$ cat src/rtl/alu_exec_unit_if.sv
`default_nettype none
// ============================================================================
// Module   : alu_exec_unit_if
// Purpose  : Bundle of execute-stage signals between the operand muxes and
//            control logic on one side and alu_exec_unit on the other.
// Revision : 1.0 - initial release
// ============================================================================
interface alu_exec_unit_if #(
  parameter int WIDTH = 32
);
  logic [31:0]      inst;
  logic [3:0]       alu_op;
  logic [WIDTH-1:0] op_a;
  logic [WIDTH-1:0] op_b;
  logic [3:0]       alu_ctrl;
  logic             shift;
  logic             reg_to_pc;
  logic             reg_pc_wr;
  logic [WIDTH-1:0] alu_result;
  logic [7:0]       flags;
  logic [7:0]       flags_q;
  logic             branch;
  logic             jump;
  logic [3:0]       cond;
  logic             branch_sel;
  logic             jump_sel;

  // Datapath/control side: supplies instruction and operands.
  modport master (
    output inst, alu_op, op_a, op_b,
    input  alu_ctrl, shift, reg_to_pc, reg_pc_wr, alu_result, flags,
           flags_q, branch, jump, cond, branch_sel, jump_sel
  );

  // Execute unit side.
  modport slave (
    input  inst, alu_op, op_a, op_b,
    output alu_ctrl, shift, reg_to_pc, reg_pc_wr, alu_result, flags,
           flags_q, branch, jump, cond, branch_sel, jump_sel
  );
endinterface
`default_nettype wire

$ cat src/rtl/alu_exec_unit.sv
`default_nettype none
// ============================================================================
// Module   : alu_exec_unit
// Purpose  : Execute stage: R-type funct decode, 32-bit ALU with flags,
//            branch/jump decode with condition evaluation, flag register.
// Revision : 1.0 - initial release
// ============================================================================
module alu_exec_unit #(
  parameter int WIDTH = 32
) (
  input  wire logic        CLK,
  input  wire logic        rst_n,
  alu_exec_unit_if.slave   bus
);

  localparam logic [3:0] C_ALU_AND  = 4'b0000;
  localparam logic [3:0] C_ALU_ADD  = 4'b0001;
  localparam logic [3:0] C_ALU_SUB  = 4'b0010;
  localparam logic [3:0] C_ALU_OR   = 4'b0011;
  localparam logic [3:0] C_ALU_XOR  = 4'b0100;
  localparam logic [3:0] C_ALU_NOR  = 4'b0101;
  localparam logic [3:0] C_ALU_SLT  = 4'b0110;
  localparam logic [3:0] C_ALU_SLTU = 4'b0111;
  localparam logic [3:0] C_ALU_SLL  = 4'b1000;
  localparam logic [3:0] C_ALU_SRL  = 4'b1001;
  localparam logic [3:0] C_ALU_SRA  = 4'b1010;
  localparam logic [3:0] C_ALU_LUI  = 4'b1011;
  localparam logic [3:0] C_OP_RTYPE = 4'b1111;

  localparam logic [3:0] C_COND_NONE = 4'b0000;
  localparam logic [3:0] C_COND_EQ   = 4'b0001;
  localparam logic [3:0] C_COND_NE   = 4'b0010;
  localparam logic [3:0] C_COND_LEZ  = 4'b0011;
  localparam logic [3:0] C_COND_GTZ  = 4'b0100;

  logic [3:0]       w_alu_ctrl;
  logic             w_shift;
  logic             w_reg_to_pc;
  logic             w_reg_pc_wr;
  logic [WIDTH-1:0] w_result;
  logic             w_c;
  logic             w_v;
  logic [7:0]       w_flags;
  logic [WIDTH:0]   w_sum;
  logic [WIDTH:0]   w_diff;
  logic [4:0]       w_shamt;
  logic             w_branch;
  logic             w_jump;
  logic [3:0]       w_cond;
  logic             w_cond_true;
  logic [7:0]       r_flags_q;

  // Function decode: pass alu_op through, or decode funct for R-type.
  always_comb begin
    w_alu_ctrl  = bus.alu_op;
    w_shift     = 1'b0;
    w_reg_to_pc = 1'b0;
    w_reg_pc_wr = 1'b0;
    if (bus.alu_op == C_OP_RTYPE) begin
      w_alu_ctrl = C_ALU_ADD;
      case (bus.inst[5:0])
        6'b100000, 6'b100001: w_alu_ctrl = C_ALU_ADD;
        6'b100010, 6'b100011: w_alu_ctrl = C_ALU_SUB;
        6'b100100: w_alu_ctrl = C_ALU_AND;
        6'b100101: w_alu_ctrl = C_ALU_OR;
        6'b100110: w_alu_ctrl = C_ALU_XOR;
        6'b100111: w_alu_ctrl = C_ALU_NOR;
        6'b101010: w_alu_ctrl = C_ALU_SLT;
        6'b101011: w_alu_ctrl = C_ALU_SLTU;
        6'b000000: begin w_alu_ctrl = C_ALU_SLL; w_shift = 1'b1; end
        6'b000010: begin w_alu_ctrl = C_ALU_SRL; w_shift = 1'b1; end
        6'b000011: begin w_alu_ctrl = C_ALU_SRA; w_shift = 1'b1; end
        6'b000100: w_alu_ctrl = C_ALU_SLL;
        6'b000110: w_alu_ctrl = C_ALU_SRL;
        6'b000111: w_alu_ctrl = C_ALU_SRA;
        6'b001000: w_reg_to_pc = 1'b1;
        6'b001001: begin w_reg_to_pc = 1'b1; w_reg_pc_wr = 1'b1; end
        default:   w_alu_ctrl = C_ALU_ADD;
      endcase
    end
  end

  // Extra top bit carries the adder carry-out / subtractor borrow.
  assign w_sum   = {1'b0, bus.op_a} + {1'b0, bus.op_b};
  assign w_diff  = {1'b0, bus.op_a} - {1'b0, bus.op_b};
  assign w_shamt = bus.op_a[4:0];

  // ALU result plus carry and overflow; C is "no borrow" for compares.
  always_comb begin
    w_result = '0;
    w_c      = 1'b0;
    w_v      = 1'b0;
    case (w_alu_ctrl)
      C_ALU_AND: w_result = bus.op_a & bus.op_b;
      C_ALU_ADD: begin
        w_result = w_sum[WIDTH-1:0];
        w_c      = w_sum[WIDTH];
        w_v      = (bus.op_a[WIDTH-1] == bus.op_b[WIDTH-1]) &&
                   (w_sum[WIDTH-1] != bus.op_a[WIDTH-1]);
      end
      C_ALU_SUB: begin
        w_result = w_diff[WIDTH-1:0];
        w_c      = ~w_diff[WIDTH];
        w_v      = (bus.op_a[WIDTH-1] != bus.op_b[WIDTH-1]) &&
                   (w_diff[WIDTH-1] != bus.op_a[WIDTH-1]);
      end
      C_ALU_OR:  w_result = bus.op_a | bus.op_b;
      C_ALU_XOR: w_result = bus.op_a ^ bus.op_b;
      C_ALU_NOR: w_result = ~(bus.op_a | bus.op_b);
      C_ALU_SLT: begin
        w_result = {{(WIDTH-1){1'b0}}, ($signed(bus.op_a) < $signed(bus.op_b))};
        w_c      = ~w_diff[WIDTH];
      end
      C_ALU_SLTU: begin
        w_result = {{(WIDTH-1){1'b0}}, w_diff[WIDTH]};
        w_c      = ~w_diff[WIDTH];
      end
      C_ALU_SLL: w_result = bus.op_b << w_shamt;
      C_ALU_SRL: w_result = bus.op_b >> w_shamt;
      C_ALU_SRA: w_result = $signed(bus.op_b) >>> w_shamt;
      C_ALU_LUI: w_result = bus.op_b << 16;
      default:   w_result = '0;
    endcase
  end

  assign w_flags = {4'b0000, w_v, w_c, w_result[WIDTH-1], (w_result == '0)};

  // Branch/jump classification from the primary opcode.
  always_comb begin
    w_branch = 1'b0;
    w_jump   = 1'b0;
    w_cond   = C_COND_NONE;
    case (bus.inst[31:26])
      6'b000010, 6'b000011: w_jump = 1'b1;
      6'b000100: begin w_branch = 1'b1; w_cond = C_COND_EQ;  end
      6'b000101: begin w_branch = 1'b1; w_cond = C_COND_NE;  end
      6'b000110: begin w_branch = 1'b1; w_cond = C_COND_LEZ; end
      6'b000111: begin w_branch = 1'b1; w_cond = C_COND_GTZ; end
      default: ;
    endcase
  end

  // Condition evaluation on the live flags of the compare-by-subtract.
  always_comb begin
    w_cond_true = 1'b0;
    case (w_cond)
      C_COND_EQ:  w_cond_true = w_flags[0];
      C_COND_NE:  w_cond_true = ~w_flags[0];
      C_COND_LEZ: w_cond_true = w_flags[0] | (w_flags[1] ^ w_flags[3]);
      C_COND_GTZ: w_cond_true = ~w_flags[0] & ~(w_flags[1] ^ w_flags[3]);
      default:    w_cond_true = 1'b0;
    endcase
  end

  // Status register: snapshot of the live flags every cycle.
  always_ff @(posedge CLK or negedge rst_n) begin
    if (!rst_n) r_flags_q <= '0;
    else        r_flags_q <= w_flags;
  end

  assign bus.alu_ctrl   = w_alu_ctrl;
  assign bus.shift      = w_shift;
  assign bus.reg_to_pc  = w_reg_to_pc;
  assign bus.reg_pc_wr  = w_reg_pc_wr;
  assign bus.alu_result = w_result;
  assign bus.flags      = w_flags;
  assign bus.flags_q    = r_flags_q;
  assign bus.branch     = w_branch;
  assign bus.jump       = w_jump;
  assign bus.cond       = w_cond;
  assign bus.branch_sel = w_branch & w_cond_true;
  assign bus.jump_sel   = w_jump;

endmodule
`default_nettype wire

$ cat src/flat_wrapper.sv
// flat-port wrapper written by rule: the top's interface ports become plain ports
module alu_exec_unit_flat 
#(
  parameter int WIDTH = 32
)
  (CLK, rst_n, bus_inst, bus_alu_op, bus_op_a, bus_op_b, bus_alu_ctrl, bus_shift, bus_reg_to_pc, bus_reg_pc_wr, bus_alu_result, bus_flags, bus_flags_q, bus_branch, bus_jump, bus_cond, bus_branch_sel, bus_jump_sel);
  alu_exec_unit_if #(.WIDTH(WIDTH)) bus_i ();
  input  wire logic CLK;
  input  wire logic rst_n;
  input wire logic [$bits(bus_i.inst)-1:0] bus_inst;
  input wire logic [$bits(bus_i.alu_op)-1:0] bus_alu_op;
  input wire logic [$bits(bus_i.op_a)-1:0] bus_op_a;
  input wire logic [$bits(bus_i.op_b)-1:0] bus_op_b;
  output wire logic [$bits(bus_i.alu_ctrl)-1:0] bus_alu_ctrl;
  output wire logic [$bits(bus_i.shift)-1:0] bus_shift;
  output wire logic [$bits(bus_i.reg_to_pc)-1:0] bus_reg_to_pc;
  output wire logic [$bits(bus_i.reg_pc_wr)-1:0] bus_reg_pc_wr;
  output wire logic [$bits(bus_i.alu_result)-1:0] bus_alu_result;
  output wire logic [$bits(bus_i.flags)-1:0] bus_flags;
  output wire logic [$bits(bus_i.flags_q)-1:0] bus_flags_q;
  output wire logic [$bits(bus_i.branch)-1:0] bus_branch;
  output wire logic [$bits(bus_i.jump)-1:0] bus_jump;
  output wire logic [$bits(bus_i.cond)-1:0] bus_cond;
  output wire logic [$bits(bus_i.branch_sel)-1:0] bus_branch_sel;
  output wire logic [$bits(bus_i.jump_sel)-1:0] bus_jump_sel;
  assign bus_i.inst = bus_inst;
  assign bus_i.alu_op = bus_alu_op;
  assign bus_i.op_a = bus_op_a;
  assign bus_i.op_b = bus_op_b;
  assign bus_alu_ctrl = bus_i.alu_ctrl;
  assign bus_shift = bus_i.shift;
  assign bus_reg_to_pc = bus_i.reg_to_pc;
  assign bus_reg_pc_wr = bus_i.reg_pc_wr;
  assign bus_alu_result = bus_i.alu_result;
  assign bus_flags = bus_i.flags;
  assign bus_flags_q = bus_i.flags_q;
  assign bus_branch = bus_i.branch;
  assign bus_jump = bus_i.jump;
  assign bus_cond = bus_i.cond;
  assign bus_branch_sel = bus_i.branch_sel;
  assign bus_jump_sel = bus_i.jump_sel;
  alu_exec_unit #(.WIDTH(WIDTH)) u_core (.CLK(CLK), .rst_n(rst_n), .bus(bus_i));
endmodule
$ cat config.mk
export PLATFORM = sky130hd
export DESIGN_NAME = alu_exec_unit_flat
export DESIGN_NICKNAME = d
export VERILOG_FILES = /design/src/rtl/alu_exec_unit_if.sv /design/src/rtl/alu_exec_unit.sv /design/src/flat_wrapper.sv
export SDC_FILE = /design/constraint.sdc
export NUM_CORES = 1
export LEC_CHECK = 0
export CORE_UTILIZATION = 35
export DETAILED_ROUTE_END_ITERATION = 10
export PLACE_DENSITY_LB_ADDON = 0.08
export RECOVER_POWER = 50
export SYNTH_ARGS = -nofsm -noshare
export SYNTH_HDL_FRONTEND = slang
export SYNTH_SLANG_ARGS = --single-unit
$ cat constraint.sdc
create_clock -name CLK -period 18.4 [get_ports CLK]
set_clock_uncertainty 0.1 [all_clocks]
set_input_delay 2.76 -clock CLK [delete_from_list [all_inputs] [get_ports CLK]]
set_output_delay 2.76 -clock CLK [all_outputs]
set_load 0.005 [all_outputs]
Word-level counts from Yosys, hierarchy flattened
Cells that the tools add are included.

Bits of input ports: 102. Bits in registers: 4. Word-level logic and storage cells: 88. Output and inout bits: 63.

Order comparisons: 1. Eq/ne operators: 41. Reductions and logical operators: 14. Multiplexer cells: 15. Bitwise operators: 11. Shift operators: 3. $add $sub $neg: 2.

Operators by type and width (number): $pmux W32 S12 (1); $eq A6 B6 Y1 const B (8); $eq A6 B3 Y1 const B (7); $pmux W4 S10 (1); $add A32 B32 Y33 (1); $sub A32 B32 Y33 (1); $and A32 B32 Y32 (1); $logic_not A32 Y1 (1); $lt A32 B32 Y1 (1); $not A32 Y32 (1); $or A32 B32 Y32 (1); $shl A32 B5 Y32 (1); $shr A32 B5 Y32 (1); $sshr A32 B5 Y32 (1); $xor A32 B32 Y32 (1); $eq A6 B2 Y1 const B (4); $eq A4 B4 Y1 const B (5); $eq A4 B3 Y1 const B (4); $eq A6 B4 Y1 const B (2); $pmux W3 S4 (1); $reduce_or A2 Y1 (6); $eq A4 B2 Y1 const B (2); $mux W1 (8); $eq A3 B2 Y1 const B (2); other kinds (17) (25).

Logic depth before layout (Yosys ltp)
Gate-level depths: netlist of the first run.

Depth in word-level cells: 11. Gate-level depth with buffers: 18. Depth with buffers taken out: 14.

Least setup slack after synthesis of the first run
Ideal clock, no wire load.

Path type: input-to-output. From: in bus_op_a[4]. To: out bus_flags[0]. Required time: 15.540 ns. Setup slack: 8.596 ns. Buffers on the path: 5. Cell stages on the path: 18. Arrival: 6.944 ns. Cells stage by stage: clkbuf_1 clkinv_1 clkbuf_1 buf_1 clkbuf_1 ha_1 buf_2 inv_1 a211o_1 or2_2 a211oi_1 o21ai_0 a31o_2 or4_1 or4_1 nor4_2 nand3_1 nor4_2.

Elaborated cells on any way between the ends: 12. Classes of those cells: 2 x add/sub; 1 x order compare; 3 x shift; 1 x mux; 4 x bitwise; 1 x reduce/logical.

RTL lines: from (decl) (RTL line flat_wrapper.sv:12) `input wire logic [$bits(bus_i.op_a)-1:0] bus_op_a;`; $sub A32 B32 Y33, or another cell as far along (RTL line alu_exec_unit.sv:85) `assign w_diff = {1'b0, bus.op_a} - {1'b0, bus.op_b};`; $pmux W32 S12 (*) (RTL line alu_exec_unit.sv:93) `case (w_alu_ctrl)`; net bus_alu_result[7] (RTL line flat_wrapper.sv:18) `output wire logic [$bits(bus_i.alu_result)-1:0] bus_alu_result;`; $logic_not A32 Y1 (*) (RTL line alu_exec_unit.sv:126) `assign w_flags = {4'b0000, w_v, w_c, w_result[WIDTH-1], (w_result == '0)};`; to (decl) (RTL line flat_wrapper.sv:19) `output wire logic [$bits(bus_i.flags)-1:0] bus_flags;`.

Mark *: on every way through the listed nets, which the timed path passes. The rest lies on a longest branch.

Final worst setup path of the first run
From: in bus_alu_op[3]. To: out bus_flags[0].

Word-level cells in the longest chain between the ends: 5. Elaborated cells on any way between the ends: 16. Classes of those cells: 12 x eq/ne; 2 x mux; 2 x reduce/logical.

Ends and longest elaborated chain: from (decl) (RTL line flat_wrapper.sv:11) `input wire logic [$bits(bus_i.alu_op)-1:0] bus_alu_op;`; $eq A4 B4 Y1 (RTL line alu_exec_unit.sv:59) `if (bus.alu_op == C_OP_RTYPE) begin`; $mux W4 (*) (RTL line alu_exec_unit.sv:59); $eq A4 B4 Y1, or another cell as far along (RTL line alu_exec_unit.sv:93); $pmux W32 S12 (*) (RTL line alu_exec_unit.sv:93); $logic_not A32 Y1 (*) (RTL line alu_exec_unit.sv:126).

Every way passes the cells marked *; elsewhere a longest branch is shown, timed or not.

==> results of run 1 <==
==> power groups by stage <==
stage	combinational (mW)	sequential [mW]	clock, mW
2_1_floorplan	0.272	0.00973	0
3_3_place_gp	0.455	0.00962	0
3_5_place_dp	0.454	0.00965	0
4_1_cts	0.456	0.00955	0.0340
5_1_grt	0.491	0.00955	0.0347
6_report	0.470	0.00950	0.0336
==> layout make-up <==
cell class	instances	share of cell area [%]
Timing Repair Buffer	184	12.4
Inverter	104	2.89
Tap cell	448	4.13
Sequential cell	4	0.737
Multi-Input combinational cell	1450	79.2
Antenna cell	2	0.0369
Clock buffer	3	0.553
==> per-stage QoR <==
stage / hold WS (ns) / power (mW) / cells
finish: 2.70 / 0.513 / 2195
global route: 2.71 / 0.535 / 2193
floorplan: 2.36 / 0.282 / 1727
CTS: 2.64 / 0.500 / 2193
detailed placement: 2.87 / 0.464 / 2190
global placement: 2.87 / 0.465 / 2190
==> cell usage in the layout, fill, tap and decap left out, drive strengths merged, types with 15 or more instances in the layout <==
master and count:
nor3 50, nand2 176, a21o 19, and2 18, inv 100, o22ai 30, o21ai 116, or2 17
mux4 58, a22oi 22, nand3 36, a211oi 33, clkdlybuf4s50 111, a31oi 28, nor4 27, o31ai 19
a221oi 17, a211o 16, xnor2 15, o211ai 47, nand2b 17, mux2 23, a21oi 128, nand4 18
buf 50, mux2i 58, nor2 124, ha 101, dlygate4sd3 19
==> logic make-up (layout without fill, tap and decap cells) <==
family | after synthesis | in the layout | share of synthesized area, %
other | 1 | 11 | 0.0311
AND/OR/NAND/NOR | 547 | 547 | 22.6
multiplexers | 139 | 139 | 17.8
flip-flops | 4 | 4 | 0.830
adder cells (fa/ha/maj) | 103 | 103 | 10.8
buffers and inverters | 273 | 291 | 10.2
AO/OA/AOI/OAI | 633 | 633 | 36.3
XOR/XNOR | 19 | 19 | 1.38
==> routing by layer <==
layer  GRT usage [%]  vias up  share of wire [%]
met2            59.5     1021                 43
met3            6.48      181                9.4
met1            54.2     7505                 42
li1                -     6624                  -
met4            18.2        2                5.4
met5               0        -              0.015
==> worst max-delay path by stage <==
stage | from | endpoint | slack, ns | cells past startpoint
finish | bus_alu_op[3] | bus_flags[0] | 3.77 | 15
global route | bus_alu_op[3] | bus_flags[0] | 3.68 | 15
CTS | bus_alu_op[3] | bus_flags[0] | 6.61 | 15
detailed placement | bus_alu_op[3] | bus_flags[0] | 6.62 | 15
global placement | bus_alu_op[3] | bus_flags[0] | 6.68 | 15
floorplan | bus_op_a[4] | bus_flags[0] | 8.60 | 18
==> flow_metrics.py, run 1 <==
metrics = {
    "status": {
        "status": "complete, but fails checks",
        "violations": "capacitance limit, slew limit",
    },
    "clocking": {
        "numCtsBuffers": 3,
        "clkSlewWorstSetupHoldPaths_ns": 0.03,
        "clock_path_buffers": 2,
        "clkSinkCount": 4,
        "cts_tree": "built",
        "cts_root_buffer": "clkbuf_16",
        "cts.htree.levels": 1,
        "postCtsSetupBuffers": 0,
        "cts_hold_buffers": 0,
        "cts_resized": 0,
    },
    "setup_path": {
        "slowest_delay_ns": 2.14,
        "path_class": "in2out",
        "critPathArrivalTime_ns": 11.77,
        "critPathBufInv": 4,
        "crit_chain": "dlygate4sd3_1, and3_1, nand3_1, o31ai_4, clkbuf_1, inv_4, nand3_2, o21ai_0, a21o_1, a2111oi_1, nand4_1, nor4_1, nand3_1, nor4_2, clkdlybuf4s50_1",
        "cpMostUsedCell": "nand3_1",
        "cpMaxStageDelayCell": "clkbuf_1",
        "crit_required_ns": 15.54,
        "path_delay_family": "buffers and inverters",
        "start_kind": "input pin",
        "worstSetupEndpointType": "output port",
        "cp_max_fo": 52,
    },
    "routing": {
        "routed_wirelength_um": 72200,
        "ant_nets": 0,
        "first_iter_violations": 2029,
        "dr.pass1.iters": 6,
        "vias": 15300,
        "avgRoutedWirePerCell_um": 32.9,
        "drc": 0,
        "viasPerCell": 6.99,
    },
    "synth": {
        "ys_async_sr_fraction_pct": 100,
        "yosysTopAreaCell": "mux4_2",
        "synth_seq_cells": 4,
        "synth.area.top_cells": "mux4_2 11%, ha_1 10%, nand2_1 5.5%",
        "netlist.area_leader.share_pct": 10.8,
        "synthFlopType": "dfrtp_1",
        "synth.distinct_cells": 106,
        "synth_area_um2": 12100,
        "synth.most_common_cell": "nand2_1",
        "synth_commonest_cells": "176 x nand2_1, 127 x a21oi_1, 124 x nor2_1",
        "yosys_warnings": 0,
        "syn_area_per_cell_um2": 7.01,
        "synth_edf_count": 0,
        "synth-seq-area-share_pct": 0.830,
        "syn_inst": 1719,
    },
    "finish": {
        "fin_util_pct": 40.3,
        "area_delta_synth_final_pct": 12.6,
        "multi_input_area_um2": 10800,
        "design_area_um2": 13600,
        "drive_gt1_share_pct": 10.7,
        "largest_reg_flops": 4,
        "seq_area_um2": 100,
        "fillers": 3636,
        "finish.net_count": 1952,
    },
    "global_routing": {
        "grt_pass1_vias": 14100,
        "grt_max_degree": 53,
        "grt_pass1_wl_um": 103000,
        "antenna_found_initial": 3,
        "grt_usage_pct": 39.3,
        "grt_overflow_total": 0,
    },
    "sta": {
        "fin_tns_setup_ns": 0,
        "hold_viol": 0,
        "tightest_slew_ns": 3.01,
        "relSlewSlack_pct": -101,
        "rsz0062_at_grt": "no",
        "worst_slack_ns": 3.77,
        "fin_crit_sh_pct": 79.5,
        "slew_viol_final": 84,
        "final-setup-viol-count": 0,
        "fmax_mhz": 68.4,
        "fin_crit_ns": 14.63,
    },
    "floorplanning": {
        "die_w_um": 188,
        "die_h_um": 188,
        "initial_core_util_pct": 35.8,
        "core_um2": 33700,
        "fp-row-count": 67,
        "io_pins": 165,
        "die-area_um2": 35200,
    },
    "place": {
        "dpl.hpwl_um": 55400,
        "post-place-ws_ns": 6.62,
        "routabilityCongestion": 1.04,
        "post_dp_cell_area_um2": 13500,
        "place.port_buffers": 135,
    },
    "pwr": {
        "p_leak_nw": 5.31,
        "irDropWorstVdd_uv": 46.5,
        "combPwrFrac_pct": 91.6,
        "power_density_nw_per_um2": 37.8,
        "p_sw_uw": 307,
        "swShare_pct": 59.8,
        "seq_power_share_pct": 1.9,
        "pwr-share-clk_pct": 6.5,
        "power.internal_uw": 206,
    },
    "run": {
        "max_cap_violations": 2,
    },
    "worst_hold_path": {
        "hold_path.class": "in2async",
    },
}
Power figures use the tool's default switching activity.
==> run 2, diff against run 1 <==
==> constraint.sdc (replaced) <==
create_clock -name CLK -period 15 [get_ports CLK]
set_clock_uncertainty 0.1 [all_clocks]
set_input_delay 2.25 -clock CLK [delete_from_list [all_inputs] [get_ports CLK]]
set_output_delay 2.25 -clock CLK [all_outputs]
set_load 0.005 [all_outputs]
==> run 2 against run 1 <==
  * The flow still finishes with violations (capacitance limit, slew limit)
  * Sequential power rose by 22%
  * Sequential share of layout area barely moved
  * Worst setup slack got worse by 0.77 ns
  * Power rose by 23%
  * Non-clock buffer count did not move
==> flow_metrics.py, run 2 (same netlist as run 1, synthesis figures left out) <==
metrics = {
    "place": {
        "dp_cells": 2190,
        "dpl.hpwl_um": 55300,
        "place.port_buffers": 135,
        "routabilityCongestion": 1.02,
    },
    "floorplanning": {
        "initial_core_util_pct": 35.8,
        "io_pins": 165,
        "die-area_um2": 35200,
        "fp-row-count": 67,
        "die_h_um": 188,
        "die_w_um": 188,
        "core_um2": 33700,
    },
    "setup_path": {
        "slowest_delay_ns": 1.10,
        "worstSetupEndpointType": "output port",
        "start_kind": "input pin",
        "crit_required_ns": 12.65,
        "cpMaxStageDelayCell": "inv_1",
        "cp_max_fo": 32,
        "crit_chain": "dlygate4sd3_1, nand4_1, nor2_1, a21oi_2, buf_4, inv_1, nor3_1, clkbuf_1, a221oi_1, o211ai_1, or4_1, nor4_1, nand3_1, nor4_2, clkdlybuf4s50_1",
        "path_class": "in2out",
        "critPathBufInv": 5,
        "path_delay_family": "buffers and inverters",
        "critPathArrivalTime_ns": 9.65,
    },
    "clocking": {
        "clock_path_buffers": 2,
        "cts_resized": 0,
        "cts_tree": "built",
        "cts.htree.levels": 1,
        "cts_root_buffer": "clkbuf_16",
        "clkSinkCount": 4,
        "clkSlewWorstSetupHoldPaths_ns": 0.03,
        "cts_hold_buffers": 0,
        "numCtsBuffers": 3,
        "postCtsSetupBuffers": 0,
    },
    "run": {
        "max_cap_violations": 1,
    },
    "sta": {
        "fin_crit_sh_pct": 80.0,
        "hold_slack_ns": 2.19,
        "fin_crit_ns": 12.00,
        "fmax_mhz": 83.3,
        "final-setup-viol-count": 0,
        "slew_viol_final": 9,
        "tightest_slew_ns": 1.61,
        "fin_tns_setup_ns": 0,
        "hold_viol": 0,
        "rsz0062_at_grt": "no",
        "relSlewSlack_pct": -7.96,
    },
    "finish": {
        "multi_input_area_um2": 10800,
        "layout.cells.non_filler": 2195,
        "drive_gt1_share_pct": 10.8,
        "seq_area_um2": 100,
        "fillers": 3615,
        "largest_reg_flops": 4,
        "finish.net_count": 1952,
        "area_delta_synth_final_pct": 12.7,
        "layout_common_cells": "176 x nand2_1, 127 x a21oi_1, 124 x nor2_1",
        "fin_util_pct": 40.3,
        "layout_commonest_cell": "nand2_1",
    },
    "global_routing": {
        "grt_overflow_total": 0,
        "grt_pass1_vias": 14000,
        "grt_usage_pct": 39.6,
        "grt_pass1_wl_um": 103000,
        "grt_max_degree": 60,
        "antenna_found_initial": 6,
    },
    "routing": {
        "dr.pass1.iters": 6,
        "avgRoutedWirePerCell_um": 32.9,
        "first_iter_violations": 2458,
        "viasPerCell": 6.99,
        "drc": 0,
        "routed_wirelength_um": 72200,
        "ant_nets": 0,
        "vias": 15300,
    },
    "pwr": {
        "finalPower_uw": 629,
        "power_density_nw_per_um2": 46.3,
        "p_leak_nw": 5.31,
        "irDropWorstVdd_uv": 52.3,
    },
    "status": {
        "status": "complete, but fails checks",
        "violations": "capacitance limit, slew limit",
    },
    "worst_hold_path": {
        "hold_path.class": "in2async",
    },
}
[run 2: changes by cell type in the layout (fill, tap and decap cells not counted)]
cell	before	now
nor4_2	3	2
buf_4	47	50
clkbuf_1	4	1
nor4_1	23	24
[run 2: per-stage QoR]
stage,cell area [µm²],worst slack (ns)
floorplan,12100,6.22
global placement,13500,4.25
detailed placement,13500,4.27
CTS,13600,4.25
global route,13600,2.69
finish,13600,3.00
[run 2: metal layers]
| layer | track usage [%] | up-vias | part of all wire (%) |
|---|---|---|---|
| li1 | - | 6624 | - |
| met1 | 55.4 | 7508 | 41 |
| met2 | 59.1 | 1044 | 43 |
| met3 | 6.44 | 168 | 11 |
| met4 | 18.1 | 2 | 5.3 |
| met5 | 0 | - | 0.025 |
[run 2: worst paths after layout]
check	endpoint	from	slack, ns	depth (start not counted)
min in group CLK	u_core.bus.flags_q[3]	bus_op_a[31]	2.88	3
min	u_core.bus.flags_q[1]	rst_n	2.19	1
max	bus_flags[0]	bus_alu_op[3]	3.00	15
max in group asynchronous	u_core.bus.flags_q[2]	rst_n	12.45	1
[run 2: area by class of cell]
class                           instances  area share, %
Timing Repair Buffer                  184           12.5
Clock buffer                            3          0.553
Sequential cell                         4          0.737
Inverter                              104           2.89
Multi-Input combinational cell       1450           79.2
Tap cell                              448           4.13
Antenna cell                            2         0.0368
[run 2: power breakdown]
part           internal (mW)  leakage [nW]  switching, mW
clock                 0.0340        0.0370        0.00741
combinational          0.207          5.22          0.369
sequential            0.0115        0.0535       0.000108
total                  0.253          5.31          0.377
==> run 3, diff against run 2 <==
==> constraint.sdc (replaced) <==
create_clock -name CLK -period 10.1 [get_ports CLK]
set_clock_uncertainty 0.1 [all_clocks]
set_input_delay 1.515 -clock CLK [delete_from_list [all_inputs] [get_ports CLK]]
set_output_delay 1.515 -clock CLK [all_outputs]
set_load 0.005 [all_outputs]
==> run 3 against run 2 <==
  * The flow still finishes with violations (capacitance limit, slew limit)
  * Critical path depth grew 1
  * Worst setup slack lost 2.6 ns
  * Largest cell class unchanged
  * Cell area grew 1.0%
  * Global-route usage grew 0.20 points
==> flow_metrics.py, run 3 (same netlist as run 1, synthesis figures left out) <==
metrics = {
    "clocking": {
        "numCtsBuffers": 3,
        "clkSlewWorstSetupHoldPaths_ns": 0.03,
        "clkSinkCount": 4,
        "cts_resized": 0,
        "cts.htree.levels": 1,
        "postCtsSetupBuffers": 0,
        "cts_tree": "built",
        "cts_root_buffer": "clkbuf_16",
        "cts_hold_buffers": 0,
        "clock_path_buffers": 2,
    },
    "pwr": {
        "swShare_pct": 59.6,
        "combPwrFrac_pct": 91.7,
        "power_density_nw_per_um2": 68.8,
        "pwr-share-clk_pct": 6.5,
        "finalPower_uw": 943,
        "p_sw_uw": 562,
        "power.internal_uw": 382,
        "irDropWorstVdd_uv": 81.3,
        "seq_power_share_pct": 1.8,
        "p_leak_nw": 5.40,
    },
    "global_routing": {
        "grt_pass1_vias": 14100,
        "grt_usage_pct": 39.8,
        "grt_pass1_wl_um": 103000,
        "grt_overflow_total": 0,
        "antenna_found_initial": 3,
        "grt_max_degree": 83,
    },
    "floorplanning": {
        "die_w_um": 188,
        "initial_core_util_pct": 35.8,
        "core_um2": 33700,
        "fp-row-count": 67,
        "io_pins": 165,
        "die-area_um2": 35200,
        "die_h_um": 188,
    },
    "sta": {
        "slew_viol_final": 9,
        "hold_slack_ns": 1.46,
        "fin_crit_ns": 9.66,
        "rsz0062_at_grt": "no",
        "final-setup-viol-count": 0,
        "fmax_mhz": 104,
        "fin_crit_sh_pct": 95.6,
        "tightest_slew_ns": 1.67,
        "relSlewSlack_pct": -12.4,
        "fin_tns_setup_ns": 0,
        "hold_viol": 0,
    },
    "setup_path": {
        "path_class": "in2out",
        "worstSetupEndpointType": "output port",
        "crit_path_start": "bus_alu_op[3]",
        "critPathArrivalTime_ns": 8.04,
        "crit_required_ns": 8.49,
        "start_kind": "input pin",
        "cp_max_fo": 20,
    },
    "routing": {
        "viasPerCell": 7.00,
        "dr.pass1.iters": 8,
        "vias": 15500,
        "drc": 0,
        "ant_nets": 0,
        "avgRoutedWirePerCell_um": 33.0,
        "first_iter_violations": 2237,
        "routed_wirelength_um": 73000,
    },
    "finish": {
        "fillers": 3653,
        "largest_reg_flops": 4,
        "finish.net_count": 1970,
        "area_delta_synth_final_pct": 13.8,
        "layout_commonest_cell": "nand2_1",
        "fin_util_pct": 40.7,
        "drive_gt1_share_pct": 11.9,
        "layout_common_cells": "176 x nand2_1, 127 x a21oi_1, 123 x nor2_1",
    },
    "place": {
        "routabilityCongestion": 1.05,
        "dpl.hpwl_um": 56600,
        "place.port_buffers": 135,
    },
    "run": {
        "max_cap_violations": 1,
    },
    "status": {
        "status": "complete, but fails checks",
        "violations": "capacitance limit, slew limit",
    },
    "worst_hold_path": {
        "hold_path.class": "in2async",
    },
}
-- run 3: power groups by stage --
| stage | combinational [mW] | sequential (mW) | clock (mW) |
|---|---|---|---|
| 5_1_grt | 0.902 | 0.0175 | 0.0634 |
| 4_1_cts | 0.838 | 0.0174 | 0.0620 |
| 3_5_place_dp | 0.834 | 0.0176 | 0 |
| 2_1_floorplan | 0.496 | 0.0177 | 0 |
| 3_3_place_gp | 0.837 | 0.0175 | 0 |
| 6_report | 0.865 | 0.0173 | 0.0609 |
-- run 3: path summary, 6_finish.rpt --
| check | to | slack [ns] | cells after the start |
|---|---|---|---|
| max | bus_flags[0] | 0.44 | 16 |
| min | u_core.bus.flags_q[1] | 1.46 | 1 |
| min in group CLK | u_core.bus.flags_q[3] | 2.18 | 3 |
| max in group asynchronous | u_core.bus.flags_q[2] | 8.27 | 1 |
-- run 3: worst max-delay path: stages --
cell and delay [ns]:
dlygate4sd3_1 0.82, nand4_1 0.49, nor2_1 0.60, a21oi_2 0.20
inv_1 0.68, nor3_1 0.16, buf_4 0.26, o21ai_0 0.24
o21ai_0 0.17, a2111oi_0 0.98, buf_4 0.25, nand4_1 0.09
nor4_1 0.60, nand3_1 0.20, nor4_2 0.21, clkdlybuf4s50_1 0.55
-- run 3: layout make-up --
type,count,area [µm²],area share (%)
Tap cell,448,561,4.09
Antenna cell,1,2.50,0.0182
Inverter,104,393,2.86
Multi-Input combinational cell,1450,10800,78.4
Clock buffer,3,75.1,0.547
Timing Repair Buffer,202,1830,13.3
Sequential cell,4,100,0.730
-- run 3: metal layers --
metal / track usage, % / wire length (µm) / share of wire, %
met5: 0 / 26 / 0.036
met4: 19.4 / 4140 / 5.7
met3: 7.13 / 7540 / 10
met1: 55.2 / 30500 / 42
met2: 58.9 / 30800 / 42
-- run 3: metrics by stage --
stage          cells  cell area (µm²)  setup WS [ns]
3_5_place_dp    2208            13700          0.912
5_1_grt         2211            13700          0.319
3_3_place_gp    2208            13700          0.895
4_1_cts         2211            13800          0.911
6_report        2212            13700          0.443
2_1_floorplan   1727            12100           2.79
==> edit 1: new RTL, settings of run 3 <==
`WIDTH` is set to 32 in 3 places; all go to 16.
--- a/src/rtl/alu_exec_unit_if.sv
+++ b/src/rtl/alu_exec_unit_if.sv
@@ -6,7 +6,7 @@
 // Revision : 1.0 - initial release
 // ============================================================================
 interface alu_exec_unit_if #(
-  parameter int WIDTH = 32
+  parameter int WIDTH = 16
 );
   logic [31:0]      inst;
   logic [3:0]       alu_op;
--- a/src/rtl/alu_exec_unit.sv
+++ b/src/rtl/alu_exec_unit.sv
@@ -6,7 +6,7 @@
 // Revision : 1.0 - initial release
 // ============================================================================
 module alu_exec_unit #(
-  parameter int WIDTH = 32
+  parameter int WIDTH = 16
 ) (
   input  wire logic        CLK,
   input  wire logic        rst_n,
--- a/src/flat_wrapper.sv
+++ b/src/flat_wrapper.sv
@@ -1,7 +1,7 @@
 // flat-port wrapper written by rule: the top's interface ports become plain ports
 module alu_exec_unit_flat 
 #(
-  parameter int WIDTH = 32
+  parameter int WIDTH = 16
 )
   (CLK, rst_n, bus_inst, bus_alu_op, bus_op_a, bus_op_b, bus_alu_ctrl, bus_shift, bus_reg_to_pc, bus_reg_pc_wr, bus_alu_result, bus_flags, bus_flags_q, bus_branch, bus_jump, bus_cond, bus_branch_sel, bus_jump_sel);
   alu_exec_unit_if #(.WIDTH(WIDTH)) bus_i ();
Ports: changed (resized bus_alu_result, bus_op_a and bus_op_b); port bits go from 165 to 117. No check against the original RTL was run, so the function may have changed too.
==> edit 1 against run 3 <==
Power is 55% lower. Global-route usage is 11 points lower. Area after synthesis is 55% lower. Largest cell class unchanged. Setup slack better by 1100 ps. Hold slack better by 13 ps. Sequential share of layout area is 0.84 points higher. Final area is 53% lower. Via count is 58% lower. Sequential cell count stayed put. Routed wire length is 68% lower. Critical path depth is 1 higher.
==> edit 1: results (changes against run 3) <==
STA
  – Final period util: 0.846 (-0.110)
  – WHS: 1480 ps (+12.9 ps)
  – Worst Max-Slew Pin Slew: 902 ps (-771 ps)

Cells and area
  – Layout Nets: 938 (-52%)
  – Share of cells above drive strength 1: 0.0944 (-0.0242)
  – Antenna Diode Count: 0 (-1)
  – Final Cell Area: 0.00640 mm² (-53%)
  – Filler cells: 1,574 (-57%)
  – Final Instance Count excl. Fillers: 1,004 (-55%)

Global route
  – Vias in the first global route: 5,975 (-58%)
  – Largest net degree at the start of global routing: 52 (-37%)
  – Antenna violations before repair: 0 (-3)
  – First-pass GRT wire length: 35,400 µm (-66%)
  – GRT Util Overall: 0.284 (-0.114)

Detailed routing
  – Mean number of vias per cell: 6.45 (-7.8%)
  – Wirelength per Cell: 23.2 µm (-30%)
  – Pre-Repair DR Iteration Count: 6 (-2)
  – Detailed Route Iter0 Violations: 704 (-69%)

Clocking
  – Worst-path clk slew: 30 ps (about the same)
  – CTS H-tree lvls: 1 (unchanged)
  – Number of gates given a new drive strength after cts: 0 (unchanged)

Placement
  – Number of buffers added on ports: 87 (-36%)
  – Post-Place Setup Slack: 1830 ps (+915 ps)
  – Routability cong.: 1.00 (-5.1%)
  – Post-DP HPWL: 17,900 µm (-68%)
  – Post-DP Area: 0.00632 mm² (-54%)

Critical path
  – CP Max Fanout: 30 (+50%)
  – Critical path's top delay family: compound AO/OA/AOI/OAI gates
  – Slowest cell delay on critical path: 690 ps (-290 ps)
  – Worst setup path startpoint: bus_op_a[3]
  – End of the critical path: bus_branch_sel
  – Slowest-stage cell, CP: o311ai_0

Power and ir drop
  – Peak supply drop: 0.0530 mV (-35%)
  – Clk network pwr share: 0.143 (+0.078)
  – Switching pwr: 0.000210 W (-63%)
  – Leak pwr: 2.67 nW (-51%)
  – Total power: 0.000422 W (-55%)

Synthesis
  – Sequential share of the synthesized area: 0.0185 (+0.0102)
  – Top cells by area, synth: ha_1, mux4_2, nand2_1
  – Synth Area in Compound Gates: 0.316 (-0.0465)
  – Multiplexer share of the synthesized area: 0.163 (-0.0156)
  – Syn Inst Count: 774 (-55%)
  – Top cells by count, synth: nand2_1, nor2_1, inv_1
  – Synth Area in XOR/XNOR: 0.0308 (+0.0170)
  – Yosys cell types: 84 (-21%)
  – Post-synthesis adder-cell area fraction: 0.118 (+0.0104)

Status
  – Status: finished, final reports clean

Hold path
  – Hold Crit Class: in2async
[edit 1: layout make-up]
type / count / share of cell area
Tap cell: 188 / 0.0368
Clock buffer: 3 / 0.0117
Timing Repair Buffer: 105 / 0.156
Sequential cell: 4 / 0.0156
Inverter: 61 / 0.0358
Multi-Input combinational cell: 643 / 0.744
[edit 1: cells by family (layout without fill, tap and decap cells)]
| group | after synthesis | count (layout) |
|---|---|---|
| other cells | 1 | 9 |
| fa+ha+maj | 50 | 50 |
| compound gates | 242 | 242 |
| simple gates | 268 | 268 |
| mux | 55 | 55 |
| flops | 4 | 4 |
| xor+xnor | 19 | 19 |
| buf+inv | 135 | 169 |
[edit 1: routing by layer]
| metal | track usage | vias up | share of wire |
|---|---|---|---|
| met5 | 0 | - | 0 |
| met4 | 0.0680 | 0 | 0.027 |
| met3 | 0.0289 | 50 | 0.073 |
| met2 | 0.457 | 341 | 0.45 |
| met1 | 0.405 | 3141 | 0.45 |
| li1 | - | 2948 | - |
==> edit 2: new RTL, settings of run 3 <==
Without the edit above. Remove the case item `C_ALU_SLL` of the case on `w_alu_ctrl`.
--- a/src/rtl/alu_exec_unit.sv
+++ b/src/rtl/alu_exec_unit.sv
@@ -115,7 +115,6 @@
         w_result = {{(WIDTH-1){1'b0}}, w_diff[WIDTH]};
         w_c      = ~w_diff[WIDTH];
       end
-      C_ALU_SLL: w_result = bus.op_b << w_shamt;
       C_ALU_SRL: w_result = bus.op_b >> w_shamt;
       C_ALU_SRA: w_result = $signed(bus.op_b) >>> w_shamt;
       C_ALU_LUI: w_result = bus.op_b << 16;
Behaviour: not the same (Yosys sat finds a counterexample within 4 cycles, from zero or initial values and one cycle with rst_n low).
==> edit 2 against run 3 <==
Combinational power decreased by 23%. Count of clock-buffer cells in the layout unchanged. Core utilization increased by 1.8 points. Sequential cell count unchanged. Final area decreased by 18%. Critical endpoint is now bus_branch_sel. Area after synthesis decreased by 21%. Routed wire length decreased by 34%. Power decreased by 21%. Clock power increased by 0.8%. Largest cell class unchanged. Die area decreased by 21%. Largest power group unchanged. Setup slack improved by 99 ps. Critical path type unchanged.
==> edit 2: results (changes against run 3) <==
Global route
  – GR Util met3: 0.0596 (-0.0117)
  – GRT Util Overall: 0.336 (-0.0621)
  – Met1 GRT Util: 0.484 (-0.0678)
  – Largest net degree at the start of global routing: 48 (-42%)
  – Vias in the first global route: 10,951 (-22%)
  – Met2 track demand over resource: 0.509 (-0.0807)

Synthesis
  – Yosys cell types: 101 (-4.7%)
  – Multiplexer share of the synthesized area: 0.126 (-0.0521)
  – Top cells by area, synth: ha_1, a21oi_1, mux4_2
  – Syn Inst Count: 1,399 (-19%)
  – Synth Area in Compound Gates: 0.380 (+0.0174)
  – Synth Area in XOR/XNOR: 0.0129 (-0.000894)

Power and ir drop
  – Switching Share: 0.559 (-0.0367)
  – Peak supply drop: 0.0305 mV (-62%)
  – Leak pwr: 4.67 nW (-13%)
  – Clk network pwr share: 0.083 (+0.018)

Cells and area
  – Share of cells above drive strength 1: 0.0870 (-0.0315)
  – Layout Nets: 1,690 (-14%)
  – Antenna Diode Count: 0 (-1)

Status
  – Status: finished, final reports clean

Critical path
  – Critical Path AT: 7940 ps (-100 ps)
  – End of the critical path: bus_branch_sel

Detailed routing
  – Post-route met1 wirelength: 20,600 µm (-32%)
  – Met3 wire length: 5570 µm (-26%)
  – Mean number of vias per cell: 6.67 (-4.7%)
  – Highest routed layer: met4
  – Detailed Route Iter0 Violations: 1,672 (-25%)
  – Pre-Repair DR Iteration Count: 6 (-2)
  – Via count: 12,123 (-22%)
  – Met2 wire length: 20,600 µm (-33%)

STA
  – Worst Max-Slew Pin Slew: 1450 ps (-222 ps)
  – WHS: 1470 ps (+5.39 ps)
  – Min cycle time layout: 9560 ps (-98.7 ps)

Placement
  – Routability cong.: 0.991 (-6.0%)
  – Post-Place Setup Slack: 766 ps (-146 ps)
  – Post-DP HPWL: 38,100 µm (-33%)
[edit 2: cell types whose count changed in the layout (fill, tap and decap cells not counted), sizes merged, moves of 11 or more]
cell / run 3 / this run
a211o: 16 / 5
o211ai: 47 / 27
nor4: 27 / 11
mux2i: 58 / 42
nand2: 176 / 119
or2: 17 / 2
nand2b: 17 / 29
buf: 71 / 57
mux4: 58 / 26
a211oi: 33 / 21
a31oi: 28 / 17
[edit 2: critical path, cell delays in order]
cell and delay [ps]:
dlygate4sd3_1 770, ha_1 360, inv_1 90, fa_1 410
nand2b_1 180, a2111oi_0 560, or3_1 310, a22oi_2 200
a21bo_2 250, a221o_1 290, o21ai_0 170, or4b_1 460
or4_1 550, or4_4 590, nor4_4 390, a21oi_2 70
mux2_4 310, clkdlybuf4s50_1 460
[edit 2: final cells by class]
cell class | count | area, µm²
fill | 2800 | 15100
multi-input combinational | 1184 | 8490
timing repair buffer | 189 | 1740
tap | 335 | 419
inverter | 102 | 388
sequential | 4 | 100
clock buffer | 3 | 75.1
